<file path="config.mk">
export PLATFORM = sky130hd
export DESIGN_NAME = led_frame_tx
export DESIGN_NICKNAME = d
export VERILOG_FILES = /design/src/rtl/led_tx_pkg.sv /design/src/rtl/div_tick.sv /design/src/rtl/led_frame_tx.sv
export SDC_FILE = /design/constraint.sdc
export NUM_CORES = 1
export LEC_CHECK = 0
export ABC_AREA = 1
export ABC_CLOCK_PERIOD_IN_PS = 1800
export BUFFER_PORTS_ARGS = -buffer_cell sky130_fd_sc_hd__buf_4
export CORE_ASPECT_RATIO = 1.1
export CORE_UTILIZATION = 45
export CTS_BUF_LIST = sky130_fd_sc_hd__clkbuf_2
export CTS_CLUSTER_DIAMETER = 150
export DETAILED_ROUTE_END_ITERATION = 7
export SETUP_SLACK_MARGIN = 0.02
export SKIP_LAST_GASP = 1
export SYNTH_ARGS = -nofsm -noshare
export SYNTH_HDL_FRONTEND = slang
export SYNTH_SLANG_ARGS = --single-unit
</file>
<file path="constraint.sdc">
create_clock -name clk -period 1.8 [get_ports clk]
set_input_delay 0.09 -clock clk [delete_from_list [all_inputs] [get_ports clk]]
set_output_delay 0.09 -clock clk [all_outputs]
set_load 0.05 [all_outputs]
</file>
<file path="src/rtl/led_tx_pkg.sv">
// rtl/led_tx_pkg.sv - shared types and constants for the LED frame path
package led_tx_pkg;

    localparam int LED_WIDTH = 8;

    typedef enum logic [1:0] {
        IDLE,
        SHIFT_LO,
        SHIFT_HI,
        LATCH
    } tx_state_t;

endpackage

</file>
<file path="src/rtl/div_tick.sv">
// rtl/div_tick.sv - modulo-DIV counter with synchronous clear and last-count tick
module div_tick #(
    parameter int DIV = 4
) (
    input  logic i_clk,
    input  logic i_rst_n,
    input  logic i_clr,
    output logic o_tick
);

    localparam int CW = (DIV > 1) ? $clog2(DIV) : 1;
    localparam logic [CW-1:0] LAST = CW'(DIV - 1);

    logic [CW-1:0] r_cnt;

    always_ff @(posedge i_clk or negedge i_rst_n) begin
        if (!i_rst_n) begin
            r_cnt <= '0;
        end else if (i_clr || o_tick) begin
            r_cnt <= '0;
        end else begin
            r_cnt <= r_cnt + 1'b1;
        end
    end

    assign o_tick = (r_cnt == LAST);

endmodule

</file>
<file path="src/rtl/led_frame_tx.sv">
// rtl/led_frame_tx.sv - serial LED frame transmitter for a 595-class driver
module led_frame_tx
    import led_tx_pkg::*;
#(
    parameter int WIDTH     = LED_WIDTH,
    parameter int DIV       = 4,
    parameter bit SKIP_SAME = 1'b1
) (
    input  logic             clk,
    input  logic             rst,
    input  logic [WIDTH-1:0] frame_in,
    input  logic             frame_valid,
    output logic             frame_ready,
    output logic             sclk,
    output logic             sdata,
    output logic             latch,
    output logic             busy
);

    localparam int BW = (WIDTH > 1) ? $clog2(WIDTH) : 1;
    localparam logic [BW-1:0] BIT_LAST = BW'(WIDTH - 1);

    tx_state_t        r_state, w_state_nxt;
    logic [WIDTH-1:0] r_shreg, w_shreg_nxt;
    logic [WIDTH-1:0] r_frame, w_frame_nxt;
    logic [WIDTH-1:0] r_last_frame, w_last_nxt;
    logic [WIDTH-1:0] w_shifted;
    logic [BW-1:0]    r_bit_cnt, w_bit_nxt;
    logic             r_sclk, w_sclk_nxt;
    logic             r_sdata, w_sdata_nxt;
    logic             r_latch, w_latch_nxt;
    logic             w_tick, w_accept, w_skip, w_div_clr;

    assign frame_ready = (r_state == IDLE);
    assign busy        = ~frame_ready;
    assign sclk        = r_sclk;
    assign sdata       = r_sdata;
    assign latch       = r_latch;

    assign w_accept  = frame_valid & frame_ready;
    assign w_skip    = SKIP_SAME && (frame_in == r_last_frame);
    assign w_shifted = r_shreg << 1;
    // Holding the divider clear while idle makes every frame start at count 0.
    assign w_div_clr = (r_state == IDLE);

    div_tick #(.DIV(DIV)) u_div_tick (
        .i_clk   (clk),
        .i_rst_n (rst),
        .i_clr   (w_div_clr),
        .o_tick  (w_tick)
    );

    always_ff @(posedge clk or negedge rst) begin
        if (!rst) begin
            r_state      <= IDLE;
            r_shreg      <= '0;
            r_frame      <= '0;
            r_last_frame <= '0;
            r_bit_cnt    <= '0;
            r_sclk       <= 1'b0;
            r_sdata      <= 1'b0;
            r_latch      <= 1'b0;
        end else begin
            r_state      <= w_state_nxt;
            r_shreg      <= w_shreg_nxt;
            r_frame      <= w_frame_nxt;
            r_last_frame <= w_last_nxt;
            r_bit_cnt    <= w_bit_nxt;
            r_sclk       <= w_sclk_nxt;
            r_sdata      <= w_sdata_nxt;
            r_latch      <= w_latch_nxt;
        end
    end

    always_comb begin
        w_state_nxt = r_state;
        w_shreg_nxt = r_shreg;
        w_frame_nxt = r_frame;
        w_last_nxt  = r_last_frame;
        w_bit_nxt   = r_bit_cnt;
        w_sclk_nxt  = r_sclk;
        w_sdata_nxt = r_sdata;
        w_latch_nxt = r_latch;
        case (r_state)
            IDLE: begin
                if (w_accept && !w_skip) begin
                    w_shreg_nxt = frame_in;
                    w_frame_nxt = frame_in;
                    w_bit_nxt   = '0;
                    w_sclk_nxt  = 1'b0;
                    w_sdata_nxt = frame_in[WIDTH-1];
                    w_state_nxt = SHIFT_LO;
                end
            end
            SHIFT_LO: begin
                if (w_tick) begin
                    w_sclk_nxt  = 1'b1;
                    w_state_nxt = SHIFT_HI;
                end
            end
            SHIFT_HI: begin
                if (w_tick) begin
                    w_sclk_nxt = 1'b0;
                    if (r_bit_cnt == BIT_LAST) begin
                        w_latch_nxt = 1'b1;
                        w_state_nxt = LATCH;
                    end else begin
                        w_shreg_nxt = w_shifted;
                        w_sdata_nxt = w_shifted[WIDTH-1];
                        w_bit_nxt   = r_bit_cnt + 1'b1;
                        w_state_nxt = SHIFT_LO;
                    end
                end
            end
            LATCH: begin
                if (w_tick) begin
                    w_latch_nxt = 1'b0;
                    w_last_nxt  = r_frame;
                    w_state_nxt = IDLE;
                end
            end
            default: w_state_nxt = IDLE;
        endcase
    end

endmodule
</file>
# Word level (Yosys, flattened, before mapping)
# Index checks and enable logic that the tools add are counted.
# op_classes
add_sub_neg	2
eq_ne	12
n_mux	26
bitwise	2
reduce_logical	13
# ops
cell	count
$mux 7	3
$reduce_and 4->1	4
$pmux 7 s2	1
$mux 2	6
$mux 3	3
$eq 8x8->1	1
$mux 1	8
$ne 2x1->1 const B	4
$pmux 2 s4	1
$eq 2x2->1 const B	3
$pmux 3 s2	1
$ne 2x2->1 const B	2
$pmux 1 s2	2
$reduce_and 2->1	2
$reduce_bool 2->1	2
$add 3x1->3 const B	1
$eq 3x3->1 const B	1
$pmux 1 s3	1
$reduce_bool 3->1	1
$add 2x1->2 const B	1
$eq 2x1->1 const B	1
$logic_not 2->1	1
$and 1x1->1	1
$logic_and 1x1->1	1
other kinds (3)	3
# totals
regBits	33
output_inout_bits	5

# Depth between registers and ports, before layout
# Gate-level depths: netlist (run 1).
# depth
word_depth	5
depth_mapped	11
ltp_nobuf	11

# Cells and area by module
# Synthesis (run 1) repeated with hierarchy kept, for this count alone.
# hier_totals
hier_cells	198
hier_area_um2	1640.3
# modules_own_cells
mod	instances	cells_per_inst	area_each_um2
led_frame_tx	1	189	1555.2
div_tick	1	9	85.1

# Worst setup path before layout (run 1)
# OpenSTA, ideal clock, no wires.
# synth_path
kind	register to register
startpoint	register r_state[0]
endpoint	register r_sdata, in the netlist sdata
setup_ns	0.118
arrival_ns	1.520
t_required_ns	1.682
slack_ns	0.161
path_stages_with_launch	8
path_buffers	1
cell_sequence	dfrtp_1 -> nor2_4 -> inv_2 -> nor2_2 -> nand2_2 -> buf_4 -> nand3_1 -> nand2_1
# synth_via
elab_chain_len	5
elab_cells_between_ends	10
# synth_lines
element	line	rtl
from (decl)	led_frame_tx.sv:23	tx_state_t r_state, w_state_nxt;
from (signal assigned)	led_frame_tx.sv:64	r_state <= w_state_nxt;
$logic_not 2->1 (*)	led_frame_tx.sv:34	assign frame_ready = (r_state == IDLE);
via frame_ready	led_frame_tx.sv:13	output logic frame_ready,
$and 1x1->1	led_frame_tx.sv:40	assign w_accept = frame_valid & frame_ready;
$logic_and 1x1->1	led_frame_tx.sv:86	if (w_accept && !w_skip) begin
$ne 2x1->1 (no source line)	n/a	
$reduce_and 4->1 (no source line)	n/a	
to (signal assigned)	led_frame_tx.sv:70	r_sdata <= w_sdata_nxt;
to (decl)	led_frame_tx.sv:30	logic r_sdata, w_sdata_nxt;
# The timed path passes the listed nets; every way through them passes the cells marked *.
# A chain may end at the register's enable or synchronous reset.

# Final worst setup path (run 1)
# layout_path
startpoint	register u_div_tick.r_cnt[0]
endpoint	register r_last_frame[3]
# layout_via
elab_chain_len	2
# layout_lines
element	line	rtl
from (decl)	div_tick.sv:14	logic [CW-1:0] r_cnt;
from (signal assigned)	div_tick.sv:22	r_cnt <= r_cnt + 1'b1;
$eq 2x2->1	div_tick.sv:26	assign o_tick = (r_cnt == LAST);
$reduce_and 2->1 (no source line)	n/a	
to (signal assigned)	led_frame_tx.sv:67	r_last_frame <= w_last_nxt;
to (decl)	led_frame_tx.sv:26	logic [WIDTH-1:0] r_last_frame, w_last_nxt;
# Every way passes these cells.

==> results.cfg, run 1 <==
[run_status]
status = completed

[yosys]
yosysTopAreaCellShare = 0.512
synth_nets = 207
synth_area_leader_cell = dfrtp_1
synth-seq-cells = 33
ys_types = 23
synth.area.top_cells = dfrtp_1, nand2_1, o21ai_0
yosysSeqAreaShare = 0.512
ys_warn_count = 0
synth_area_per_cell_um2 = 8.36
synthesis.area_um2 = 1610
postSynthCellCount = 193

[routing]
drtAntennaViolNets = 0
wire_per_inst_um = 11.6
drt_iter0_markers = 59
drc = 0
drtPass1Iterations = 4
vias = 1259
routed_wl_mm = 3.10
viasPerCell = 4.72

[layout]
drive_above_1_share = 0.169
final_common_cell = nand2_1
insertedDiodeCount = 0
nets = 232
utilization = 0.546
area_growth_pct = 14.6
layout_common_cells = nand2_1, dfrtp_1, inv_1
fillers = 348

[critical_path]
crit_family = buffers and inverters
slowest_stage = dfrtp_1
cp.buffers_inverters = 3
reg2regPathDepth = 7
slowest_delay_ns = 0.39
r2r_start = u_div_tick.r_cnt[0]$_DFF_PN0_
cp.arrival_ns = 1.76
endpoint_kind = register
timing.rr.end = r_last_frame[3]$_DFFE_PN0P_
cp_data_required_time_ns = 2.08
start_kind = register
path_cells = ha_1, inv_1, nor3_4, buf_4, inv_1, nand2_1, nand2_1
worstSetupPathType = reg -> reg
critPathMaxFanout = 15
r2r_setup_slack_ns = 0.33

[clocking]
post_cts_buffers = 0
cts_tree = yes
cts-resized-gates = 0
clock_path_buffers = 2
ctsHoldBuffers = 3
cts.root.buffer_cell = clkbuf_2
h-tree-depth = 2
clk_pin_slew_worst_paths_ns = 0.17
clock_latency_ns = 0.37
cts_num_sinks = 33
cts_buffers = 5

[grt]
busiest_layer = met2
grt_use_met1 = 0.246
grt_antenna_before_repair = 0
grt_util_all_layers = 0.196
grt_pass1_wl_mm = 5.51
grt_max_degree = 34
grt_pass1_vias = 1260
grt.overflow.total = 0
gr-usage-met3 = 0.0679
grtUsageMet2 = 0.313

[sta]
setup-violations-final = 0
min_period_ns = 1.47
slew_violations = 0
tightest_slew_ns = 0.416
max_freq_ghz = 0.678
hold_violations = 0
maxSlewHeadroom = 0.723
finalCritPeriodShare = 0.819
fin_skew_ns = 0.0134
rsz0062_at_grt = no
final.setup.tns_ns = 0

[job]
drv_cap = 0

[worst_hold_path]
worstHoldPathType = in -> reg
min_path_cells = 3
min-delay-start = frame_in[3]
holdPathEnd = r_frame[3]$_DFFE_PN0P_

[power]
cellPowerDensity_nw_per_um2 = 1420
vdd_drop_max_v = 0.000624
power.leakage_nw = 0.949

[placement]
gp_congestion = 0.759
io_buffers = 15
dp_hpwl_mm = 2.23

[die]
dieArea_um2 = 3830
start_util = 0.477
fp.dieH_um = 64.8
rows = 22
boundaryPins = 16
coreArea_um2 = 3390
die_w_um = 59.1
-- cell usage after synthesis --
cell type and count:
nor2_4 2, nand3_4 1, nand2_2 1, inv_1 22, buf_6 4, dfrtp_1 33
nor3b_1 1, o21ai_0 19, inv_2 2, ha_1 3, nand2_1 72, buf_2 1
nor3_1 2, nand3_1 12, xnor2_1 3, a21oi_1 1, nor2_1 4, nor2_2 1
o21ai_2 1, buf_4 1, nand2_4 1, nor3_4 1, o21ai_1 5
-- routing by layer --
layer  routed length [um]  vias to the layer above  part of all wire
met3                   88                        4             0.028
met2                 1480                       18              0.48
li1                     -                      652                 -
met5                    0                        -                 0
met1                 1510                      585              0.49
met4                   32                        0             0.010
-- area by class of cell --
| type | instances | area (um2) | area share |
|---|---|---|---|
| Timing Repair Buffer | 24 | 193 | 0.104 |
| Sequential cell | 33 | 826 | 0.447 |
| Inverter | 24 | 90.1 | 0.0487 |
| Clock buffer | 6 | 30.0 | 0.0162 |
| Multi-Input combinational cell | 130 | 641 | 0.346 |
| Tap cell | 48 | 60.1 | 0.0325 |
| Clock inverter | 2 | 10.0 | 0.00541 |
-- stage by stage --
step	power (W)	instance area [um2]	setup slack (ns)	instances	hold slack (ns)
floorplan	0.00202	1610	0.161	193	-0.206
global placement	0.00225	1760	0.378	254	0.0539
detailed placement	0.00230	1760	0.335	254	0.0562
CTS	0.00265	1830	0.297	265	0.00302
global route	0.00285	1850	0.119	267	0.000643
finish	0.00262	1850	0.325	267	0.0226
-- worst min-delay path: stages --
cell     delay, ns
buf_4         0.12
inv_1         0.07
o21ai_0       0.09
-- sequential cells by signal, indices dropped and copies added, names as in the netlist --
signal,flops
r_bit_cnt,3
r_state,2
u_div_tick.r_cnt,2
sdata,1
r_frame,8
r_last_frame,8
latch,1
sclk,1
r_shreg,7
-- worst max-delay path by stage --
stage          depth (start not counted)                          end                           from
3_3_place_gp                           7  r_last_frame[6]$_DFFE_PN0P_  u_div_tick.r_cnt[0]$_DFF_PN0_
3_5_place_dp                           7  r_last_frame[3]$_DFFE_PN0P_  u_div_tick.r_cnt[0]$_DFF_PN0_
4_1_cts                                7  r_last_frame[3]$_DFFE_PN0P_  u_div_tick.r_cnt[0]$_DFF_PN0_
5_1_grt                               10     r_bit_cnt[1]$_DFFE_PN0P_    r_last_frame[0]$_DFFE_PN0P_
2_1_floorplan                          7            sdata$_DFFE_PN0P_         r_state[0]$_DFFE_PN0P_
6_report                               7  r_last_frame[3]$_DFFE_PN0P_  u_div_tick.r_cnt[0]$_DFF_PN0_
-- logic make-up after synthesis --
group,after synthesis,share of synthesized area
AO/OA/AOI/OAI,26,0.0829
XOR/XNOR,3,0.0163
adder cells (fa/ha/maj),3,0.0233
flip-flops,33,0.512
AND/OR/NAND/NOR,98,0.274
buffers and inverters,30,0.0915
-- power by group --
group          internal, W  leakage (nW)  total [W]  switching, W
combinational     0.000378         0.490    0.00105      0.000674
sequential         0.00103         0.426    0.00123      0.000197
clock            0.0000975        0.0327   0.000341      0.000244
Power figures use the tool's default switching activity.
==> inputs of run 2 (changes only) <==
--- a/config.mk
+++ b/config.mk
@@ -6,7 +6,7 @@
 export NUM_CORES = 1
 export LEC_CHECK = 0
 export ABC_AREA = 1
-export ABC_CLOCK_PERIOD_IN_PS = 1800
+export ABC_CLOCK_PERIOD_IN_PS = 1500
 export BUFFER_PORTS_ARGS = -buffer_cell sky130_fd_sc_hd__buf_4
 export CORE_ASPECT_RATIO = 1.1
 export CORE_UTILIZATION = 45
==> constraint.sdc (replaced) <==
create_clock -name clk -period 1.5 [get_ports clk]
set_input_delay 0.075 -clock clk [delete_from_list [all_inputs] [get_ports clk]]
set_output_delay 0.075 -clock clk [all_outputs]
set_load 0.05 [all_outputs]
==> run 2 against run 1 <==
First-iteration DRC count down 15%. Via count up 6.1%. Global-route usage up 1.0 points. Largest power group unchanged. Highest routed layer unchanged. Combinational power up 38%. Register-to-register slack worse by 0.22 ns.
==> results.cfg, run 2 (same netlist as run 1, synthesis figures left out) <==
[critical_path]
path_cells = dlygate4sd3_1, buf_4, inv_1, nand2_1, nand2_1, nand2_1, nor2_2, nand2_2, nand2_4, buf_4, nand2_4, nand2_1, nand2_1
crit_path_end = sdata$_DFFE_PN0P_
cp-startpoint = frame_in[7]
cp.buffers_inverters = 4
slowest_stage = dlygate4sd3_1
reg2regPathDepth = 11
cp_data_required_time_ns = 1.79
endpoint_kind = register
worstSetupPathType = in -> reg
critPathMaxFanout = 7
cpMostUsedCell = nand2_1
crit_family = buffers and inverters
cp.arrival_ns = 1.68
cp.depth = 13
r2r_start = r_last_frame[5]$_DFFE_PN0P_
r2r_setup_slack_ns = 0.11
slowest_delay_ns = 0.54
timing.rr.end = sdata$_DFFE_PN0P_
start_kind = input port

[routing]
drtAntennaViolNets = 0
routed_wl_mm = 3.35
vias = 1336
drt_iter0_markers = 50
viasPerCell = 4.79
wire_per_inst_um = 12.0
drtPass1Iterations = 4
drc = 0

[grt]
grt_max_degree = 34
grt_pass1_vias = 1325
grt_util_all_layers = 0.206
grt_antenna_before_repair = 0
grt_pass1_wl_mm = 5.73
grt.overflow.total = 0

[layout]
drive_above_1_share = 0.251
final_area_um2 = 2010
reg_top3 = r_frame: 8 flops, r_last_frame: 8 flops, r_shreg: 7 flops
final_common_cell = nand2_1
insertedDiodeCount = 0
nets = 245
utilization = 0.594
area_growth_pct = 24.6
layout_common_cells = nand2_1, dfrtp_1, buf_4
fillers = 335

[placement]
gp_congestion = 0.747
pre_cts_slack_ns = 0.0117
dp_hpwl_mm = 2.29
io_buffers = 15
placed_area_um2 = 1820

[die]
die_w_um = 59.1
boundaryPins = 16
coreArea_um2 = 3390
rows = 22
fp.dieH_um = 64.8
start_util = 0.477
dieArea_um2 = 3830

[clocking]
clock_path_buffers = 2
h-tree-depth = 2
cts.root.buffer_cell = clkbuf_2
clock_latency_ns = 0.37
cts_buffers = 5
cts_tree = yes
cts_num_sinks = 33
clk_pin_slew_worst_paths_ns = 0.16

[sta]
fin_ws_ns = 0.105
max_freq_ghz = 0.717
fin_skew_ns = 0.00983
rsz0062_at_grt = yes
finalCritPeriodShare = 0.930
maxSlewHeadroom = 0.723
slew_violations = 0
min_period_ns = 1.40
tightest_slew_ns = 0.416
hold_violations = 0
setup-violations-final = 0

[power]
sw_frac_of_total = 0.427
p_sw_w = 0.00142
cellPowerDensity_nw_per_um2 = 1650
intPower_w = 0.00190
power.leakage_nw = 1.01
power_frac_clock = 0.120
combPwrFrac = 0.439
power_frac_seq = 0.442
total_power_w = 0.00332
vdd_drop_max_v = 0.000681

[worst_hold_path]
min_path_cells = 3
worstHoldPathType = in -> reg

[run_status]
status = completed

[job]
drv_cap = 0
run 2: changes by cell type in the layout (fill, tap and decap cells not counted), sizes merged:
cell | previous run | this run
buf | 19 | 27
clkinv | 2 | 1
dlygate4sd3 | 5 | 8
nand2 | 74 | 75
nand3 | 13 | 14
run 2: worst min path at each step:
stage	start	to	slack (ns)
finish	frame_in[5]	r_frame[5]$_DFFE_PN0P_	0.04
global placement	rst	r_shreg[0]$_DFFE_PN0P_	0.04
global route	frame_in[5]	r_frame[5]$_DFFE_PN0P_	0.05
detailed placement	rst	r_bit_cnt[0]$_DFFE_PN0P_	0.05
floorplan	rst	latch$_DFFE_PN0P_	-0.22
CTS	frame_in[5]	r_frame[5]$_DFFE_PN0P_	0.01
run 2: through the flow:
step	cells	setup TNS, ns	hold slack (ns)
2_1_floorplan	193	-0.0116	-0.221
3_3_place_gp	258	0	0.0418
3_5_place_dp	258	0	0.0507
4_1_cts	274	0	0.0125
5_1_grt	279	-0.0115	0.0477
6_report	279	0	0.0386
run 2: what timing repair did:
item | 4_1_cts | 5_1_grt
cloned | 1 | 1
buffers inserted | 0 | 4
setup endpoints to repair | 8 | 26
resized for setup | 1 | 8
endpoints found under the hold margin | 41 | 0
pin swaps | 1 | 3
hold buffers | 8 | 0
run 2: power by group through the flow:
| stage | Clock (W) | Sequential [W] | Combinational (W) |
|---|---|---|---|
| detailed placement | 0 | 0.00149 | 0.00136 |
| finish | 0.000397 | 0.00147 | 0.00145 |
| global placement | 0 | 0.00147 | 0.00132 |
| global route | 0.000448 | 0.00150 | 0.00163 |
| floorplan | 0 | 0.00153 | 0.000956 |
| CTS | 0.000417 | 0.00147 | 0.00139 |
run 2: per-layer routing:
layer,track usage,wire length (um)
met1,0.229,1440
met2,0.361,1760
met3,0.0599,97
met4,0.0893,53
met5,0,0
run 2: layout make-up:
cell class,instances,area (um2),share of cell area
clock buffer,6,30.0,0.0149
clock inverter,1,3.75,0.00187
inverter,24,95.1,0.0473
multi-input combinational,132,699,0.348
sequential,33,827,0.411
tap,48,60.1,0.0299
timing repair buffer,35,295,0.147
run 2: worst register-to-register path: stages (launching register included):
cell and delay [ns]:
dfrtp_1 0.40, buf_4 0.11, nand2_1 0.04, nand2_1 0.07, nand2_1 0.08, nor2_2 0.10, nand2_2 0.09, nand2_4 0.10
buf_4 0.12, nand2_4 0.07, nand2_1 0.08, nand2_1 0.05
==> inputs of run 3 (changes only) <==
--- a/config.mk
+++ b/config.mk
@@ -6,7 +6,7 @@
 export NUM_CORES = 1
 export LEC_CHECK = 0
 export ABC_AREA = 1
-export ABC_CLOCK_PERIOD_IN_PS = 1500
+export ABC_CLOCK_PERIOD_IN_PS = 1480
 export BUFFER_PORTS_ARGS = -buffer_cell sky130_fd_sc_hd__buf_4
 export CORE_ASPECT_RATIO = 1.1
 export CORE_UTILIZATION = 45
==> constraint.sdc (replaced) <==
create_clock -name clk -period 1.48 [get_ports clk]
set_input_delay 0.074 -clock clk [delete_from_list [all_inputs] [get_ports clk]]
set_output_delay 0.074 -clock clk [all_outputs]
set_load 0.05 [all_outputs]
==> run 3 against run 2 <==
Via count rose by 0.52%. Critical path depth decreased by 6. Register-to-register slack worse by 0.07 ns. Non-clock buffer count rose by 7. Setup slack worse by 0.066 ns. Routed wire length increased by 0.30%. Sequential power barely moved. Clock power is 98% higher. Worst hold slack improved by 0.072 ns. Largest cell class unchanged. Final area rose by 7.7%. Cell count grew 2.2%. Sequential share of layout area shrank 2.9 points. Critical path type is now reg -> reg.
==> results.cfg, run 3 (same netlist as run 1, synthesis figures left out) <==
[run_status]
status = completed

[clocking]
cts_num_sinks = 33
cts_tree = yes
clock_latency_ns = 0.41
clk_pin_slew_worst_paths_ns = 0.19
cts_buffers = 5
clock_path_buffers = 2
cts.root.buffer_cell = clkbuf_2
h-tree-depth = 2

[routing]
drtAntennaViolNets = 0
drtPass1Iterations = 4
viasPerCell = 4.71
vias = 1343
wire_per_inst_um = 11.8
drc = 0
routed_wl_mm = 3.36
drt_iter0_markers = 38

[sta]
tightest_slew_ns = 0.420
hold_slack_ns = 0.111
hold_violations = 0
setup-violations-final = 0
rsz0062_at_grt = yes
slew_violations = 0
finalCritPeriodShare = 0.974
max_freq_ghz = 0.694
maxSlewHeadroom = 0.720
min_period_ns = 1.44
fin_skew_ns = 0.0212

[critical_path]
endpoint_kind = register
critPathMaxFanout = 6
r2r_setup_slack_ns = 0.04
path_cells = ha_1, ha_1, inv_2, nand3_4, buf_4, nand3_1, nand2_1
start_kind = register
r2r_start = r_bit_cnt[0]$_DFFE_PN0P_
timing.rr.end = r_shreg[2]$_DFFE_PN0P_
slowest_stage = dfrtp_1
cp-startpoint = r_bit_cnt[0]$_DFFE_PN0P_
cpMostUsedCell = ha_1
cp_data_required_time_ns = 1.79
reg2regPathDepth = 7
slowest_delay_ns = 0.42
cp.arrival_ns = 1.75
crit_path_end = r_shreg[2]$_DFFE_PN0P_
worstSetupPathType = reg -> reg

[worst_hold_path]
worstHoldPathType = in -> async

[grt]
grt.overflow.total = 0
grt_pass1_vias = 1271
grt_util_all_layers = 0.193
grt_antenna_before_repair = 0
grt_pass1_wl_mm = 5.33
grt_max_degree = 34

[layout]
area_growth_pct = 34.2
final_common_cell = nand2_1
multiInputGateArea_um2 = 728
reg_top3 = r_frame: 8 flops, r_last_frame: 8 flops, r_shreg: 7 flops
layout_common_cells = nand2_1, dfrtp_1, buf_4
stdcell_count = 285
insertedDiodeCount = 0
nets = 250
fillers = 289
drive_above_1_share = 0.295
final-seq-area_um2 = 827

[placement]
dp_hpwl_mm = 2.18
gp_congestion = 0.731
dp_cells = 256
io_buffers = 15

[power]
power.leakage_nw = 1.08
cellPowerDensity_nw_per_um2 = 1800
vdd_drop_max_v = 0.000981

[die]
boundaryPins = 16
rows = 22
start_util = 0.477
fp.dieH_um = 64.8
coreArea_um2 = 3390
die_w_um = 59.1
dieArea_um2 = 3830

[job]
drv_cap = 0
## run 3: cell count changes in the layout (fill, tap and decap cells not counted), sizes merged
cell / before / now
nand2: 75 / 74
buf: 27 / 33
dlygate4sd3: 8 / 9
nand3: 14 / 13
clkbuf: 6 / 5
bufinv: 0 / 2
## run 3: how the worst min path moves through the flow
| stage | slack (ns) | end | cells after the start | start |
|---|---|---|---|---|
| 4_1_cts | 0.13 | r_bit_cnt[0]$_DFFE_PN0P_ | 2 | rst |
| 5_1_grt | 0.12 | r_bit_cnt[0]$_DFFE_PN0P_ | 2 | rst |
| 3_5_place_dp | 0.04 | r_bit_cnt[0]$_DFFE_PN0P_ | 1 | rst |
| 3_3_place_gp | 0.04 | r_bit_cnt[0]$_DFFE_PN0P_ | 1 | rst |
| 2_1_floorplan | -0.22 | latch$_DFFE_PN0P_ | 0 | rst |
| 6_report | 0.11 | r_bit_cnt[0]$_DFFE_PN0P_ | 2 | rst |
## run 3: worst max-delay path, delay by kind of cell, from the launching register on
family        cells  cell delay, ns
buf+inv           2            0.26
flops             1            0.42
fa+ha+maj         2            0.39
simple gates      3            0.26
## run 3: metal layers
layer / vias to the layer above / global-route usage / wire, um
li1: 691 / - / -
met1: 629 / 0.211 / 1460
met2: 18 / 0.334 / 1740
met3: 5 / 0.0719 / 113
met4: 0 / 0.0714 / 46
met5: - / 0 / 0
## run 3: report_power, final
part / total, W / switching (W) / internal, W
registers: 0.00148 / 0.000223 / 0.00126
clock network: 0.000785 / 0.000333 / 0.000452
logic: 0.00163 / 0.000979 / 0.000652
## run 3: timing repair
item                                    CTS  global route
buffers inserted                          5             7
endpoints found under the setup margin   11            23
hold buffers                              9             0
pin swaps                                 1             9
cloned                                    0             0
gates resized for setup                   0            27
endpoints found under the hold margin    42             0
## run 3: final cells by class
type / instances / area share
clock inverter: 3 / 0.0300
inverter: 24 / 0.0439
sequential: 33 / 0.382
multi-input combinational: 130 / 0.336
tap: 48 / 0.0277
timing repair buffer: 42 / 0.169
clock buffer: 5 / 0.0116
## run 3: through the flow
stage	util	total power, W	setup slack, ns	area, um2	setup TNS, ns
global placement	0.537	0.00282	0.00430	1820	0
finish	0.640	0.00390	0.0387	2170	0
global route	0.640	0.00417	-0.0684	2170	-0.711
floorplan	-	0.00252	-0.0282	1650	-0.188
detailed placement	0.537	0.00287	-0.0150	1820	-0.0570
CTS	0.601	0.00369	0.0295	2040	0
